File: config.mk
export PLATFORM = sky130hd
export DESIGN_NAME = morse_symbol_sequencer
export DESIGN_NICKNAME = d
export VERILOG_FILES = /design/src/rtl/morse_symbol_sequencer.sv
export SDC_FILE = /design/constraint.sdc
export NUM_CORES = 1
export LEC_CHECK = 0
export CORE_UTILIZATION = 28
export CTS_BUF_LIST = sky130_fd_sc_hd__clkbuf_8
export CTS_CLUSTER_SIZE = 28
export DETAILED_ROUTE_END_ITERATION = 10
export PLACE_DENSITY = 0.49
export RECOVER_POWER = 100
export SLEW_MARGIN = 20
export SYNTH_ARGS = -nofsm -noshare
export SYNTH_HDL_FRONTEND = slang
export SYNTH_SLANG_ARGS = --single-unit
File: constraint.sdc
create_clock -name clk -period 2.46 [get_ports clk]
set_input_delay 0.369 -clock clk [delete_from_list [all_inputs] [get_ports clk]]
set_output_delay 0.369 -clock clk [all_outputs]
set_load 0.01 [all_outputs]
File: src/rtl/morse_symbol_sequencer.sv
// Purpose: turns a debounced Morse key level into up to five dot/dash slots per letter.
// Latency: a symbol appears the cycle after the first low sample; letter_done follows the last gap sample by one cycle.
// Backpressure: none; the key cannot be stalled, and a sixth symbol is dropped with an overflow strobe.
module morse_symbol_sequencer #(
   parameter int UNIT_CYCLES = 1000,
   parameter int DASH_UNITS  = 2,
   parameter int GAP_UNITS   = 3
) (
   input  logic       clk,
   input  logic       reset,
   input  logic       key,
   output logic [1:0] morse_one,
   output logic [1:0] morse_two,
   output logic [1:0] morse_three,
   output logic [1:0] morse_four,
   output logic [1:0] morse_five,
   output logic       letter_done,
   output logic [2:0] symbol_count,
   output logic       overflow,
   output logic       busy
);

   // Counters cover 7 units and every threshold, whichever is larger.
   localparam int MAX_U0  = (DASH_UNITS > 7) ? DASH_UNITS : 7;
   localparam int MAX_U   = (GAP_UNITS > MAX_U0) ? GAP_UNITS : MAX_U0;
   localparam int CNT_MAX = MAX_U * UNIT_CYCLES;
   localparam int CW      = $clog2(CNT_MAX + 1);

   localparam logic [CW-1:0] DASH_LIM = CW'(DASH_UNITS * UNIT_CYCLES);
   localparam logic [CW-1:0] GAP_LIM  = CW'(GAP_UNITS * UNIT_CYCLES);
   localparam logic [CW-1:0] ONE      = CW'(1);
   localparam logic [CW-1:0] SAT      = {CW{1'b1}};

   typedef enum logic [2:0] {
      ARM,
      IDLE,
      PRESS,
      GAP,
      DONE
   } state_t;

   state_t          state;
   logic [4:0][1:0] slots;
   logic [CW-1:0]   len;
   logic [CW-1:0]   gap;
   logic [CW-1:0]   len_inc;
   logic [CW-1:0]   gap_inc;
   logic [1:0]      sym;

   // Saturating increments and the dot/dash decision from the current press length.
   assign len_inc = (len == SAT) ? len : len + ONE;
   assign gap_inc = (gap == SAT) ? gap : gap + ONE;
   assign sym     = (len >= DASH_LIM) ? 2'b10 : 2'b01;

   assign morse_one   = slots[0];
   assign morse_two   = slots[1];
   assign morse_three = slots[2];
   assign morse_four  = slots[3];
   assign morse_five  = slots[4];

   // Sequencer FSM; all outputs are registered here alongside the state.
   always_ff @(posedge clk) begin
      if (reset) begin
         state        <= ARM;
         slots        <= '0;
         symbol_count <= 3'd0;
         letter_done  <= 1'b0;
         overflow     <= 1'b0;
         busy         <= 1'b0;
         len          <= '0;
         gap          <= '0;
      end else begin
         letter_done <= 1'b0;
         overflow    <= 1'b0;
         case (state)
            // A key held through reset must be released before anything counts.
            ARM: begin
               if (!key) begin
                  state <= IDLE;
               end
            end
            IDLE: begin
               if (key) begin
                  state <= PRESS;
                  len   <= ONE;
                  busy  <= 1'b1;
               end
            end
            PRESS: begin
               if (key) begin
                  len <= len_inc;
               end else begin
                  if (symbol_count < 3'd5) begin
                     for (int i = 0; i < 5; i++) begin
                        if (symbol_count == 3'(i)) begin
                           slots[i] <= sym;
                        end
                     end
                     symbol_count <= symbol_count + 3'd1;
                  end else begin
                     overflow <= 1'b1;
                  end
                  gap <= ONE;
                  // A one-cycle gap threshold is already met by this first low sample.
                  if (GAP_LIM <= ONE) begin
                     state       <= DONE;
                     letter_done <= 1'b1;
                  end else begin
                     state <= GAP;
                  end
               end
            end
            GAP: begin
               if (key) begin
                  state <= PRESS;
                  len   <= ONE;
               end else begin
                  gap <= gap_inc;
                  if (gap_inc >= GAP_LIM) begin
                     state       <= DONE;
                     letter_done <= 1'b1;
                  end
               end
            end
            // The letter was presented for one cycle; clear it and ignore the key this cycle.
            DONE: begin
               state        <= IDLE;
               slots        <= '0;
               symbol_count <= 3'd0;
               busy         <= 1'b0;
               len          <= '0;
               gap          <= '0;
            end
            default: begin
               state <= ARM;
               busy  <= 1'b0;
            end
         endcase
      end
   end

endmodule

=== After elaboration in Yosys (flattened, before gate mapping) ===
Cells that the tools add are included.

* Bits of input ports: 3
* Output and inout bits: 16
* Word-level logic and storage cells: 94
* Register bits: 45

* Reduce and logical (&&, ||, !) cells: 19
* Multiplexer cells: 30
* Add/sub/neg operators: 3
* Magnitude comparators: 3
* Equality and inequality tests: 24
* Bitwise logic cells: 3

{| class="wikitable"
|+ Operators with widths
! kind !! number
|-
| 2-to-1 mux 13 bit || 6
|-
| one-hot mux 13 bit (3 select lines) || 2
|-
| AND reduction 4 bit || 7
|-
| adder 13 x 1 -> 13 bit, second input constant || 2
|-
| == test 13 bit, second input constant || 2
|-
| != test 2 bit, second input constant || 12
|-
| 2-to-1 mux 3 bit || 7
|-
| 2-to-1 mux 10 bit || 2
|-
| one-hot mux 10 bit (2 select lines) || 1
|-
| one-hot mux 3 bit (5 select lines) || 1
|-
| >= comparator 13 x 11 -> 1 bit, second input constant || 1
|-
| >= comparator 13 x 12 -> 1 bit, second input constant || 1
|-
| == test 3 x 2 -> 1 bit, second input constant || 4
|-
| 2-to-1 mux 2 bit || 6
|-
| OR reduction 3 bit || 3
|-
| == test 3 x 1 -> 1 bit, second input constant || 2
|-
| == test 3 bit, second input constant || 2
|-
| logical NOT 3 bit || 2
|-
| one-hot mux 3 bit (2 select lines) || 1
|-
| AND reduction 3 bit || 2
|-
| nonzero test 3 bit || 2
|-
| adder 3 x 1 -> 3 bit, second input constant || 1
|-
| < comparator 3 bit, second input constant || 1
|-
| 2-to-1 mux 1 bit || 3
|-
| other kinds (7) || 9
|}

=== Depth between registers and ports, before layout ===
Gate-level depths: netlist (run 1).

* Depth after elaboration: 6
* Mapped depth: 10
* Mapped depth without buffers: 8

=== Least setup slack after synthesis (run 1) ===
Ideal clock, no wire load.

* Path type: reg-to-reg
* Start point: register gap[0]
* End point: register state[0]
* Setup time: 0.132 ns
* Clock period less this slack: 2.018 ns
* Arrival: 1.886 ns
* Buffers on the path: 1
* Path slack: 0.442 ns
* Data required time: 2.328 ns
* Cell stages (with the launch flop): 10
* Cell sequence: dfxtp_1 > ha_1 > clkbuf_1 > nand2_1 > o31ai_1 > a32oi_1 > a221oi_1 > nor2_1 > nor4_2 > a31oi_1

* Cells in the longest elaborated chain, start to end: 5
* Elaborated cells on any way between the ends: 6
* Those cells by class: add/sub: 1; order compare: 1; eq/ne: 2; mux: 1; reduce/logical: 1

{| class="wikitable"
|+ RTL lines
! item !! line !! RTL
|-
| from (decl) || 45 || <nowiki>logic [CW-1:0] gap;</nowiki>
|-
| from (signal assigned) || 118 || <nowiki>gap <= gap_inc;</nowiki>
|-
| adder 13 x 1 -> 13 bit or == test 13 bit (tied branches) || 52 || <nowiki>assign gap_inc = (gap == SAT) ? gap : gap + ONE;</nowiki>
|-
| 2-to-1 mux 13 bit * || 52 ||
|-
| >= comparator 13 x 12 -> 1 bit * || 119 || <nowiki>if (gap_inc >= GAP_LIM) begin</nowiki>
|-
| != test 3 bit (no line) * || n/a ||
|-
| AND reduction 4 bit (no line) * || n/a ||
|-
| to (signal assigned) || 64 || <nowiki>state <= ARM;</nowiki>
|-
| to (signal assigned) || 120 || <nowiki>state <= DONE;</nowiki>
|-
| to (signal assigned) || 127 || <nowiki>state <= IDLE;</nowiki>
|-
| to (decl) || 42 || <nowiki>state_t state;</nowiki>
|}

Mark *: on every way between the ends. The rest lies on a longest branch, timed or not.
A chain may end at the register's enable or synchronous reset.

==> results of run 1 <==
## worst paths after layout
kind | startpoint | endpoint | depth (start not counted)
setup / recovery | reset | gap[4] | 7
hold / removal | morse_one[0] | morse_one[0] | 2
setup reg to reg | gap[4] | state[1] | 7
hold reg to reg | morse_one[0] | morse_one[0] | 2
## cells by family after synthesis
kind of cell | Yosys count | share of synthesized area, %
AND/OR/NAND/NOR | 133 | 26.5
adder cells (fa/ha/maj) | 8 | 4.05
AO/OA/AOI/OAI | 73 | 18.9
multiplexers | 13 | 5.27
flip-flops | 45 | 36.5
buffers and inverters | 28 | 4.86
XOR/XNOR | 11 | 3.90
## metal layers
layer | up-vias | wire [um] | part of all wire [%] | GRT usage, %
li1 | 1145 | - | - | -
met1 | 1036 | 2940 | 51 | 18.4
met2 | 36 | 2570 | 45 | 21.1
met3 | 8 | 161 | 2.8 | 2.69
met4 | 0 | 84 | 1.5 | 4.10
met5 | - | 0 | 0 | 0
## layout by cell type, fill, tap and decap left out, drive strengths merged, types with 5 or more instances in the layout
master | Yosys | final
mux2i | 13 | 13
and2 | 5 | 5
nand4 | 9 | 9
dfxtp | 45 | 45
nand2 | 25 | 25
o31ai | 5 | 5
nand3 | 12 | 12
inv | 11 | 11
clkbuf | 13 | 7
nor3 | 8 | 8
xor2 | 8 | 8
ha | 8 | 8
o21ai | 17 | 17
nor2 | 58 | 58
dlygate4sd3 | 0 | 16
buf | 4 | 14
a21oi | 22 | 22
## stage by stage
| step | setup WS, ps | total power (uW) | hold slack, ps | area (um^2) | util [%] |
|---|---|---|---|---|---|
| after CTS | 222 | 1470 | 510 | 2920 | 34.8 |
| after floorplan | 442 | 917 | 446 | 2470 | - |
| after global placement | 267 | 990 | 476 | 2820 | 33.7 |
| final | 238 | 1440 | 498 | 2920 | 34.8 |
| after detailed placement | 244 | 992 | 489 | 2820 | 33.7 |
| after global routing | 40.2 | 1520 | 521 | 2920 | 34.8 |
## state kept, by name (all words and copies together), names as in the netlist
name and count:
letter_done 1, morse_two 2, morse_five 2, symbol_count 3, morse_four 2, morse_three 2, gap 13, state 3
busy 1, morse_one 2, len 13, overflow 1
## worst register-to-register path, cell delays in order, from the launching register on
cell and delay [ps]:
dfxtp_1 470, and4_4 310, nand2_4 80, o41a_1 440
a31oi_1 140, o21ai_1 130, or4_1 420, o32ai_1 120
## where the power goes
part	internal [uW]	total [uW]	switching [uW]
registers	750	771	20.2
clock network	202	473	272
logic	87.6	197	109
## repair_timing
| action | 4_1_cts | 5_1_grt |
|---|---|---|
| resized for setup | 0 | 1 |
| hold endpoints to repair | 0 | 0 |
| setup endpoints to repair | 0 | 2 |
## final cells by class
cell class | count | area, um^2 | share of cell area, %
Clock inverter | 3 | 22.5 | 0.772
Multi-Input combinational cell | 238 | 1460 | 50.0
Inverter | 11 | 41.3 | 1.42
Timing Repair Buffer | 34 | 293 | 10.0
Clock buffer | 5 | 68.8 | 2.36
Sequential cell | 45 | 901 | 30.9
Tap cell | 105 | 131 | 4.50
==> metrics.txt, run 1 <==
# TYPE chip_impl_metric gauge
chip_impl_metric{name="grt_max_degree",unit=""} 27
chip_impl_info{name="synthDominantAreaCellType",value="dfxtp_1"} 1
chip_impl_info{name="synth.most_common_cell",value="nor2_1"} 1
chip_impl_metric{name="drive_gt1_share",unit="%"} 9.82
chip_impl_info{name="grt_setup_unrepaired",value="no"} 1
chip_impl_metric{name="clock-sinks",unit=""} 45
chip_impl_metric{name="signed_area_change_from_the_synthesized_netlist_to_the_final_layout",unit="%"} 18.0
chip_impl_info{name="timing.critical_path.from_type",value="input pin"} 1
chip_impl_metric{name="buffers_on_ports",unit=""} 18
chip_impl_info{name="postSynth.topFlopCell",value="dfxtp_1"} 1
chip_impl_metric{name="grt.total_usage",unit="%"} 13.4
chip_impl_metric{name="min_period_over_period",unit="%"} 90.3
chip_impl_metric{name="postCtsSetupBuffers",unit=""} 0
chip_impl_info{name="status",value="complete, no violations"} 1
chip_impl_metric{name="hold_bufs_at_cts",unit=""} 0
chip_impl_metric{name="grt_first_pass_wirelength",unit="um"} 9650
chip_impl_info{name="clock_tree_from_tritoncts",value="built"} 1
chip_impl_metric{name="die_h",unit="um"} 95.9
chip_impl_info{name="critPathKind",value="in -> reg"} 1
chip_impl_metric{name="yosys_register_bits",unit=""} 45
chip_impl_metric{name="finalCriticalPeriod",unit="ps"} 2220
chip_impl_metric{name="clockBufferDepth",unit=""} 2
chip_impl_info{name="root_buffer",value="clkbuf_8"} 1
chip_impl_metric{name="worst_ir_drop_vdd",unit="V"} 0.000224
chip_impl_metric{name="grt_pass1_vias",unit=""} 2027
chip_impl_metric{name="fp-row-count",unit=""} 33
chip_impl_metric{name="clock_tree.htree_level_count",unit=""} 2
chip_impl_metric{name="synthArstFlopShare",unit="%"} 0
chip_impl_metric{name="final_max_slew_viol_count",unit=""} 0
chip_impl_metric{name="max-slew-margin-rel",unit="%"} 22.5
chip_impl_metric{name="fill_cells",unit=""} 876
chip_impl_metric{name="maxClockFrequency",unit="MHz"} 450
chip_impl_metric{name="critical_path_peak_fanout",unit=""} 26
chip_impl_metric{name="synth-seq-area-share",unit="%"} 36.5
chip_impl_metric{name="cp.buffers_inverters",unit=""} 3
chip_impl_metric{name="syn-cell-area",unit="mm^2"} 0.00247
chip_impl_metric{name="clk_latency",unit="ps"} 300
chip_impl_metric{name="syn-mean-instance-area",unit="um^2"} 7.95
chip_impl_metric{name="cts_inserted_buffers",unit=""} 5
chip_impl_metric{name="layout.nets",unit=""} 346
chip_impl_metric{name="dieWidth",unit="um"} 95.9
chip_impl_metric{name="setup_tns",unit="ps"} 0
chip_impl_metric{name="drt_wl_total",unit="um"} 5760
chip_impl_metric{name="postRouteAntennaNets",unit=""} 0
chip_impl_metric{name="detail_route.drc_violations",unit=""} 0
chip_impl_metric{name="initial_utilization",unit="%"} 29.5
chip_impl_metric{name="synthDistinctLibCells",unit=""} 54
chip_impl_metric{name="num_antenna_cells",unit=""} 0
chip_impl_metric{name="critical_path_data_required_time",unit="ps"} 2650
chip_impl_metric{name="core",unit="mm^2"} 0.00838
chip_impl_metric{name="r2r_setup_slack",unit="ps"} 250
chip_impl_metric{name="detailedRoute.firstPassIterationCount",unit=""} 4
chip_impl_metric{name="synth_enable_flop_cells",unit=""} 0
chip_impl_metric{name="tightestPinTransition",unit="ps"} 1160
chip_impl_metric{name="max_cap_viol_count",unit=""} 0
chip_impl_metric{name="num_vias",unit=""} 2225
chip_impl_info{name="post_synth_main_area_contributors",value="dfxtp_1 (36%), nor2_1 (8.8%), mux2i_1 (5.3%)"} 1
chip_impl_metric{name="synth_largest_type_area_fraction",unit="%"} 36.5
chip_impl_metric{name="total_gr_overflow",unit=""} 0
chip_impl_metric{name="synth.yosys.warnings",unit=""} 0
chip_impl_metric{name="place.gp.congestion",unit=""} 0.830
chip_impl_info{name="cp_cell_sequence",value="clkdlybuf4s50_1, clkbuf_1, nor3_1, buf_4, a21o_1, nand2_1, o31ai_1"} 1
chip_impl_metric{name="route.detailed.vias_per_inst",unit=""} 5.05
chip_impl_info{name="critical_path.top_delay_family",value="buffers and inverters"} 1
chip_impl_info{name="worst_setup_path_end_kind",value="register"} 1
chip_impl_metric{name="drt_iter0_drc",unit=""} 135
chip_impl_metric{name="initial_antenna_violation_count",unit=""} 0
chip_impl_metric{name="ioPinCount",unit=""} 19
chip_impl_metric{name="hold_violations",unit=""} 0
chip_impl_info{name="ys_top_cells_by_count",value="nor2_1 (58), dfxtp_1 (45), nand2_1 (24)"} 1
chip_impl_info{name="crit_path_top_delay_cell",value="clkbuf_1"} 1
chip_impl_metric{name="post_synth_inst_count",unit=""} 311
chip_impl_metric{name="wire_per_inst",unit="um"} 13.1
chip_impl_metric{name="synthesis.nets",unit=""} 322
chip_impl_metric{name="clock_skew_after_layout",unit="ps"} 8.18
chip_impl_metric{name="cpPeakStageDelay",unit="ps"} 860
chip_impl_metric{name="die-area",unit="mm^2"} 0.00921
chip_impl_metric{name="report.final.setup_viol",unit=""} 0
chip_impl_metric{name="post_layout_nonfiller_instances",unit=""} 441
chip_impl_metric{name="power_leakage",unit="uW"} 0.00112
chip_impl_metric{name="pwr_density_cell",unit="mW/mm^2"} 494
chip_impl_metric{name="post-dp-hpwl",unit="um"} 4080
chip_impl_info{name="worstHoldPathType",value="reg -> reg"} 1
chip_impl_metric{name="arrival",unit="ps"} 2410
chip_impl_metric{name="dp_cells",unit=""} 433
chip_impl_metric{name="clk_transition_reported_paths",unit="ps"} 90
Note: power is estimated with default switching activity, not from simulation.
==> inputs of run 2 (changes only) <==
- PLACE_DENSITY: 0.49 -> not set
==> run 2 against run 1 <==
Effect of this change:
- wire length down 5.9%
- worst setup slack worse by 5.9 ps
- largest cell class unchanged
- critical path type unchanged
- fmax down 0.27%
- register-to-register slack about the same
- cell count down 0.68%
- global-route usage down 0.78 points
- clock-buffer cell count unchanged
- non-clock buffer count down 3
- combinational power down 8%
- via count down 2.2%
- critical path depth up 2
==> metrics.txt, run 2 (synthesized netlist as in run 1, its figures left out) <==
# TYPE chip_impl_metric gauge
chip_impl_metric{name="maxClockFrequency",unit="MHz"} 449
chip_impl_metric{name="timing.reg2reg.worst_path_depth",unit=""} 8
chip_impl_info{name="critical_path.top_delay_family",value="buffers and inverters"} 1
chip_impl_metric{name="tightestPinTransition",unit="ps"} 669
chip_impl_metric{name="cp.buffers_inverters",unit=""} 3
chip_impl_metric{name="detail_route.drc_violations",unit=""} 0
chip_impl_metric{name="clock-sinks",unit=""} 45
chip_impl_metric{name="initial_utilization",unit="%"} 29.5
chip_impl_metric{name="final_critical_path_setup_slack",unit="ps"} 232
chip_impl_info{name="min_delay_worst_endpoint",value="morse_four[0]"} 1
chip_impl_metric{name="netSwitchingPower",unit="uW"} 416
chip_impl_metric{name="power_leakage",unit="uW"} 0.00109
chip_impl_metric{name="postCtsSetupBuffers",unit=""} 0
chip_impl_metric{name="max_cap_viol_count",unit=""} 0
chip_impl_metric{name="r2r_setup_slack",unit="ps"} 240
chip_impl_metric{name="hold_bufs_at_cts",unit=""} 0
chip_impl_metric{name="layout.nets",unit=""} 343
chip_impl_metric{name="preCtsSetupSlack",unit="ps"} 236
chip_impl_metric{name="grt_max_degree",unit=""} 17
chip_impl_metric{name="p_int",unit="uW"} 1040
chip_impl_metric{name="num_vias",unit=""} 2177
chip_impl_metric{name="num_antenna_cells",unit=""} 0
chip_impl_metric{name="arrival",unit="ps"} 2450
chip_impl_info{name="reg_top3",value="gap (13), len (13)"} 1
chip_impl_metric{name="hold_violations",unit=""} 0
chip_impl_metric{name="critical_path_peak_fanout",unit=""} 14
chip_impl_metric{name="route.detailed.vias_per_inst",unit=""} 4.97
chip_impl_metric{name="critical_path_data_required_time",unit="ps"} 2680
chip_impl_metric{name="die-area",unit="mm^2"} 0.00921
chip_impl_metric{name="worst_ir_drop_vdd",unit="V"} 0.000193
chip_impl_info{name="timing.critical_path.from_type",value="input pin"} 1
chip_impl_info{name="worstHoldStart",value="morse_four[0]"} 1
chip_impl_metric{name="die_h",unit="um"} 95.9
chip_impl_metric{name="combPwrFrac",unit="%"} 12.4
chip_impl_info{name="critical_path.reg2reg.startpoint",value="gap[0]"} 1
chip_impl_metric{name="final.hold.worst_slack",unit="ps"} 493
chip_impl_info{name="grt_setup_unrepaired",value="no"} 1
chip_impl_metric{name="drt_iter0_drc",unit=""} 115
chip_impl_metric{name="ioPinCount",unit=""} 19
chip_impl_info{name="worstHoldPathType",value="reg -> reg"} 1
chip_impl_info{name="cp_cell_sequence",value="dlygate4sd3_1, clkbuf_1, nor3_1, nand2_1, nor2_1, clkbuf_1, a21o_1, nand2_1, o31ai_1"} 1
chip_impl_info{name="crit_path_top_delay_cell",value="dlygate4sd3_1"} 1
chip_impl_metric{name="cts_inserted_buffers",unit=""} 5
chip_impl_metric{name="post_cts_resized",unit=""} 0
chip_impl_metric{name="seqPwrFrac",unit="%"} 53.3
chip_impl_info{name="critPathKind",value="in -> reg"} 1
chip_impl_metric{name="power_switching_share",unit="%"} 28.6
chip_impl_metric{name="dieWidth",unit="um"} 95.9
chip_impl_metric{name="grt_pass1_vias",unit=""} 1937
chip_impl_metric{name="post-dp-hpwl",unit="um"} 3860
chip_impl_metric{name="place.gp.congestion",unit=""} 0.838
chip_impl_metric{name="drive_gt1_share",unit="%"} 7.51
chip_impl_metric{name="core",unit="mm^2"} 0.00838
chip_impl_metric{name="postRouteAntennaNets",unit=""} 0
chip_impl_metric{name="pwr_density_cell",unit="mW/mm^2"} 507
chip_impl_metric{name="total_gr_overflow",unit=""} 0
chip_impl_metric{name="cpPeakStageDelay",unit="ps"} 570
chip_impl_metric{name="buffers_on_ports",unit=""} 18
chip_impl_metric{name="report.final.setup_viol",unit=""} 0
chip_impl_info{name="layout.cells.most_common",value="nor2_1"} 1
chip_impl_metric{name="signed_area_change_from_the_synthesized_netlist_to_the_final_layout",unit="%"} 16.1
chip_impl_metric{name="initial_antenna_violation_count",unit=""} 0
chip_impl_metric{name="final_max_slew_viol_count",unit=""} 0
chip_impl_info{name="root_buffer",value="clkbuf_8"} 1
chip_impl_metric{name="wire_per_inst",unit="um"} 12.4
chip_impl_metric{name="clockPowerShare",unit="%"} 34.2
chip_impl_info{name="timing.rr.end",value="state[0]"} 1
chip_impl_metric{name="detailedRoute.firstPassIterationCount",unit=""} 4
chip_impl_metric{name="finalCriticalPeriod",unit="ps"} 2230
chip_impl_metric{name="clk_transition_reported_paths",unit="ps"} 100
chip_impl_metric{name="dp_cells",unit=""} 430
chip_impl_info{name="clock_tree_from_tritoncts",value="built"} 1
chip_impl_metric{name="clock_skew_after_layout",unit="ps"} 6.62
chip_impl_metric{name="grt_first_pass_wirelength",unit="um"} 9070
chip_impl_metric{name="clk_latency",unit="ps"} 310
chip_impl_metric{name="clockBufferDepth",unit=""} 2
chip_impl_metric{name="setup_tns",unit="ps"} 0
chip_impl_metric{name="grt.total_usage",unit="%"} 12.6
chip_impl_metric{name="max-slew-margin-rel",unit="%"} 55.4
chip_impl_metric{name="fp-row-count",unit=""} 33
chip_impl_info{name="layout.cells.most_common_list",value="nor2_1 (58), dfxtp_1 (45), nand2_1 (24), a21oi_1 (22), dlygate4sd3_1 (17)"} 1
chip_impl_metric{name="whs_path_depth",unit=""} 2
chip_impl_info{name="status",value="complete, no violations"} 1
chip_impl_metric{name="min_period_over_period",unit="%"} 90.6
chip_impl_metric{name="drt_wl_total",unit="um"} 5420
chip_impl_metric{name="clock_tree.htree_level_count",unit=""} 2
chip_impl_metric{name="post_layout_nonfiller_instances",unit=""} 438
chip_impl_info{name="worst_setup_path_end_kind",value="register"} 1
-- run 2: changes by cell type in the layout (fill, tap and decap cells not counted), sizes merged, moves of 2 or more --
cell / before / now
buf: 14 / 7
inv: 11 / 13
clkbuf: 7 / 11
clkinv: 3 / 0
-- run 2: power groups by stage --
| stage | Sequential, uW | Combinational [uW] | Clock (uW) |
|---|---|---|---|
| 2_1_floorplan | 791 | 126 | 0 |
| 3_3_place_gp | 793 | 190 | 0 |
| 3_5_place_dp | 794 | 192 | 0 |
| 4_1_cts | 777 | 193 | 518 |
| 5_1_grt | 781 | 207 | 547 |
| 6_report | 776 | 181 | 498 |
-- run 2: per-stage QoR --
step	util (%)	total power (uW)	area [um^2]
floorplan	-	917	2470
detailed placement	33.4	986	2800
global placement	33.4	983	2800
finish	34.2	1460	2870
CTS	34.5	1490	2900
global route	34.2	1530	2870
-- run 2: worst max path at each step --
stage,cells after the start,start,slack [ps],to
after global placement,9,key,240,len[9]
after floorplan,9,gap[0],440,state[0]
after detailed placement,9,key,240,len[9]
after CTS,7,gap[2],250,state[0]
after global routing,9,key,20,gap[9]
final,9,key,230,gap[4]
-- run 2: area by class of cell --
cell class                 instances  area (um^2)
sequential                        45          901
clock inverter                     3         25.0
clock buffer                       5         68.8
inverter                          11         41.3
fill                             879         5510
timing repair buffer              31          255
multi-input combinational        238         1450
tap                              105          131
-- run 2: routing by layer --
layer,track usage [%],wire length [um],share of wire (%)
met1,16.4,2770,51
met2,20.6,2430,45
met3,2.37,130,2.4
met4,4.85,82,1.5
met5,0,0,0
-- run 2: worst register-to-register path, cell delays in order, from the launching register on --
cell and delay [ps]:
dfxtp_1 420, ha_1 210, nand2_1 120, nor4_1 380, clkbuf_1 210, and4_1 190, o21ai_0 100, nor4_2 330
a31oi_1 140
==> inputs of run 3 (changes only) <==
- CORE_MARGIN: not set -> 2
==> run 3 against run 2 <==
Effect of this change:
- global-route usage is 0.76 points lower
- register-to-register slack hardly changed
- cell count is 0.23% higher
- via count is 1.8% higher
- sequential cell count stayed put
- first-iteration DRC count is 30% higher
- die area is 4.2% higher
- clock-buffer cell count stayed put
- power is 1.4% lower
- hold slack better by 5.8 ps
- cell area is 0.31% higher
- critical path type unchanged
- critical endpoint unchanged
- largest cell class unchanged
- largest power group unchanged
==> metrics.txt, run 3 (synthesized netlist as in run 1, its figures left out) <==
# TYPE chip_impl_metric gauge
chip_impl_info{name="status",value="complete, no violations"} 1
chip_impl_info{name="worstHoldPathType",value="reg -> reg"} 1
chip_impl_metric{name="critical_path_data_required_time",unit="ps"} 2640
chip_impl_metric{name="hold_violations",unit=""} 0
chip_impl_metric{name="fp-row-count",unit=""} 34
chip_impl_metric{name="postRouteAntennaNets",unit=""} 0
chip_impl_metric{name="initial_utilization",unit="%"} 28.6
chip_impl_metric{name="die-area",unit="mm^2"} 0.00959
chip_impl_info{name="clock_tree_from_tritoncts",value="built"} 1
chip_impl_info{name="reg_top3",value="gap (13), len (13)"} 1
chip_impl_metric{name="finalPower",unit="uW"} 1430
chip_impl_metric{name="signed_area_change_from_the_synthesized_netlist_to_the_final_layout",unit="%"} 16.4
chip_impl_metric{name="fill_cells",unit=""} 909
chip_impl_info{name="layout.cells.most_common",value="nor2_1"} 1
chip_impl_metric{name="min_period_over_period",unit="%"} 92.6
chip_impl_info{name="layout.cells.most_common_list",value="nor2_1 (58), dfxtp_1 (44), nand2_1 (24), a21oi_1 (22)"} 1
chip_impl_metric{name="route.detailed.vias_per_inst",unit=""} 5.05
chip_impl_metric{name="die_h",unit="um"} 97.9
chip_impl_info{name="grt_setup_unrepaired",value="no"} 1
chip_impl_info{name="worst_setup_path_end_kind",value="register"} 1
chip_impl_metric{name="place.gp.congestion",unit=""} 0.830
chip_impl_metric{name="area.sequential",unit="um^2"} 902
chip_impl_metric{name="power_leakage",unit="uW"} 0.00109
chip_impl_metric{name="grt.total_usage",unit="%"} 11.9
chip_impl_metric{name="total_gr_overflow",unit=""} 0
chip_impl_metric{name="clock_tree.htree_level_count",unit=""} 2
chip_impl_metric{name="whs_path_depth",unit=""} 2
chip_impl_metric{name="cts_inserted_buffers",unit=""} 5
chip_impl_metric{name="clock_skew_after_layout",unit="ps"} 10.7
chip_impl_metric{name="setup_tns",unit="ps"} 0
chip_impl_metric{name="clk_latency",unit="ps"} 310
chip_impl_metric{name="detail_route.drc_violations",unit=""} 0
chip_impl_metric{name="grt_pass1_vias",unit=""} 2045
chip_impl_metric{name="final_util",unit="%"} 33.3
chip_impl_metric{name="dieWidth",unit="um"} 97.9
chip_impl_metric{name="worst_ir_drop_vdd",unit="V"} 0.000187
chip_impl_metric{name="wire_per_inst",unit="um"} 12.3
chip_impl_metric{name="num_vias",unit=""} 2217
chip_impl_metric{name="clockBufferDepth",unit=""} 2
chip_impl_metric{name="critical_path_peak_fanout",unit=""} 26
chip_impl_metric{name="grt_first_pass_wirelength",unit="um"} 9620
chip_impl_metric{name="tightestPinTransition",unit="ps"} 1120
chip_impl_metric{name="final.hold.worst_slack",unit="ps"} 499
chip_impl_metric{name="core",unit="mm^2"} 0.00864
chip_impl_metric{name="dp_cells",unit=""} 431
chip_impl_metric{name="drt_iter0_drc",unit=""} 150
chip_impl_metric{name="initial_antenna_violation_count",unit=""} 0
chip_impl_metric{name="hold_bufs_at_cts",unit=""} 0
chip_impl_info{name="root_buffer",value="clkbuf_8"} 1
chip_impl_metric{name="arrival",unit="ps"} 2460
chip_impl_metric{name="max_cap_viol_count",unit=""} 0
chip_impl_info{name="critPathKind",value="in -> reg"} 1
chip_impl_metric{name="final_max_slew_viol_count",unit=""} 0
chip_impl_metric{name="drt_wl_total",unit="um"} 5390
chip_impl_metric{name="post_layout_nonfiller_instances",unit=""} 439
chip_impl_metric{name="max-slew-margin-rel",unit="%"} 25.0
chip_impl_metric{name="timing.reg2reg.worst_path_depth",unit=""} 9
chip_impl_metric{name="clk_transition_reported_paths",unit="ps"} 100
chip_impl_metric{name="buffers_on_ports",unit=""} 18
chip_impl_metric{name="detailedRoute.firstPassIterationCount",unit=""} 4
chip_impl_metric{name="finalCriticalPeriod",unit="ps"} 2280
chip_impl_metric{name="ioPinCount",unit=""} 19
chip_impl_metric{name="drive_gt1_share",unit="%"} 8.46
chip_impl_info{name="timing.critical_path.from_type",value="input pin"} 1
chip_impl_metric{name="multiInputGateArea",unit="mm^2"} 0.00146
chip_impl_metric{name="clock-sinks",unit=""} 45
chip_impl_metric{name="pwr_density_cell",unit="mW/mm^2"} 499
chip_impl_metric{name="report.final.setup_viol",unit=""} 0
chip_impl_metric{name="maxClockFrequency",unit="MHz"} 439
chip_impl_metric{name="layout.nets",unit=""} 341
chip_impl_metric{name="post-dp-hpwl",unit="um"} 3850
chip_impl_metric{name="num_antenna_cells",unit=""} 0
chip_impl_metric{name="grt_max_degree",unit=""} 27
[run 3: area by class of cell]
cell class	count	area share, %
multi-input combinational	238	50.7
sequential	45	31.4
timing repair buffer	29	8.66
tap	108	4.70
clock buffer	5	2.39
inverter	11	1.44
clock inverter	3	0.739
[run 3: what timing repair did]
| action | in CTS | in global routing |
|---|---|---|
| setup buffers | 0 | 0 |
| endpoints found under the setup margin | 0 | 4 |
| resized for setup | 0 | 2 |
[run 3: metrics by stage]
step	setup WS, ps	area [um^2]
final	182	2880
after global routing	20.9	2880
after CTS	186	2880
after detailed placement	218	2790
after global placement	238	2790
after floorplan	442	2470
[run 3: where the power goes]
group | leakage (uW) | internal [uW] | switching [uW]
Sequential | 0.000365 | 750 | 22.7
Combinational | 0.000679 | 84.0 | 105
Clock | 0.0000445 | 202 | 271
[run 3: worst paths after layout]
kind | slack (ps) | startpoint | end
hold reg to reg | 500 | morse_three[1] | morse_three[1]
setup / recovery | 180 | reset | gap[4]
setup reg to reg | 250 | gap[0] | state[1]
hold / removal | 500 | morse_three[1] | morse_three[1]
[run 3: worst max-delay path, cell delays in order]
cell	delay, ps
clkdlybuf4s50_1	510
clkbuf_1	850
nor3_1	140
clkbuf_2	270
a21o_1	200
nand2_1	60
o31ai_1	60
[run 3: metal layers]
layer,vias to the layer above,track usage (%),wire length [um]
li1,1137,-,-
met2,50,18.4,2470
met4,0,3.63,64
met1,1024,16.6,2600
met5,-,0,0
met3,6,2.36,261
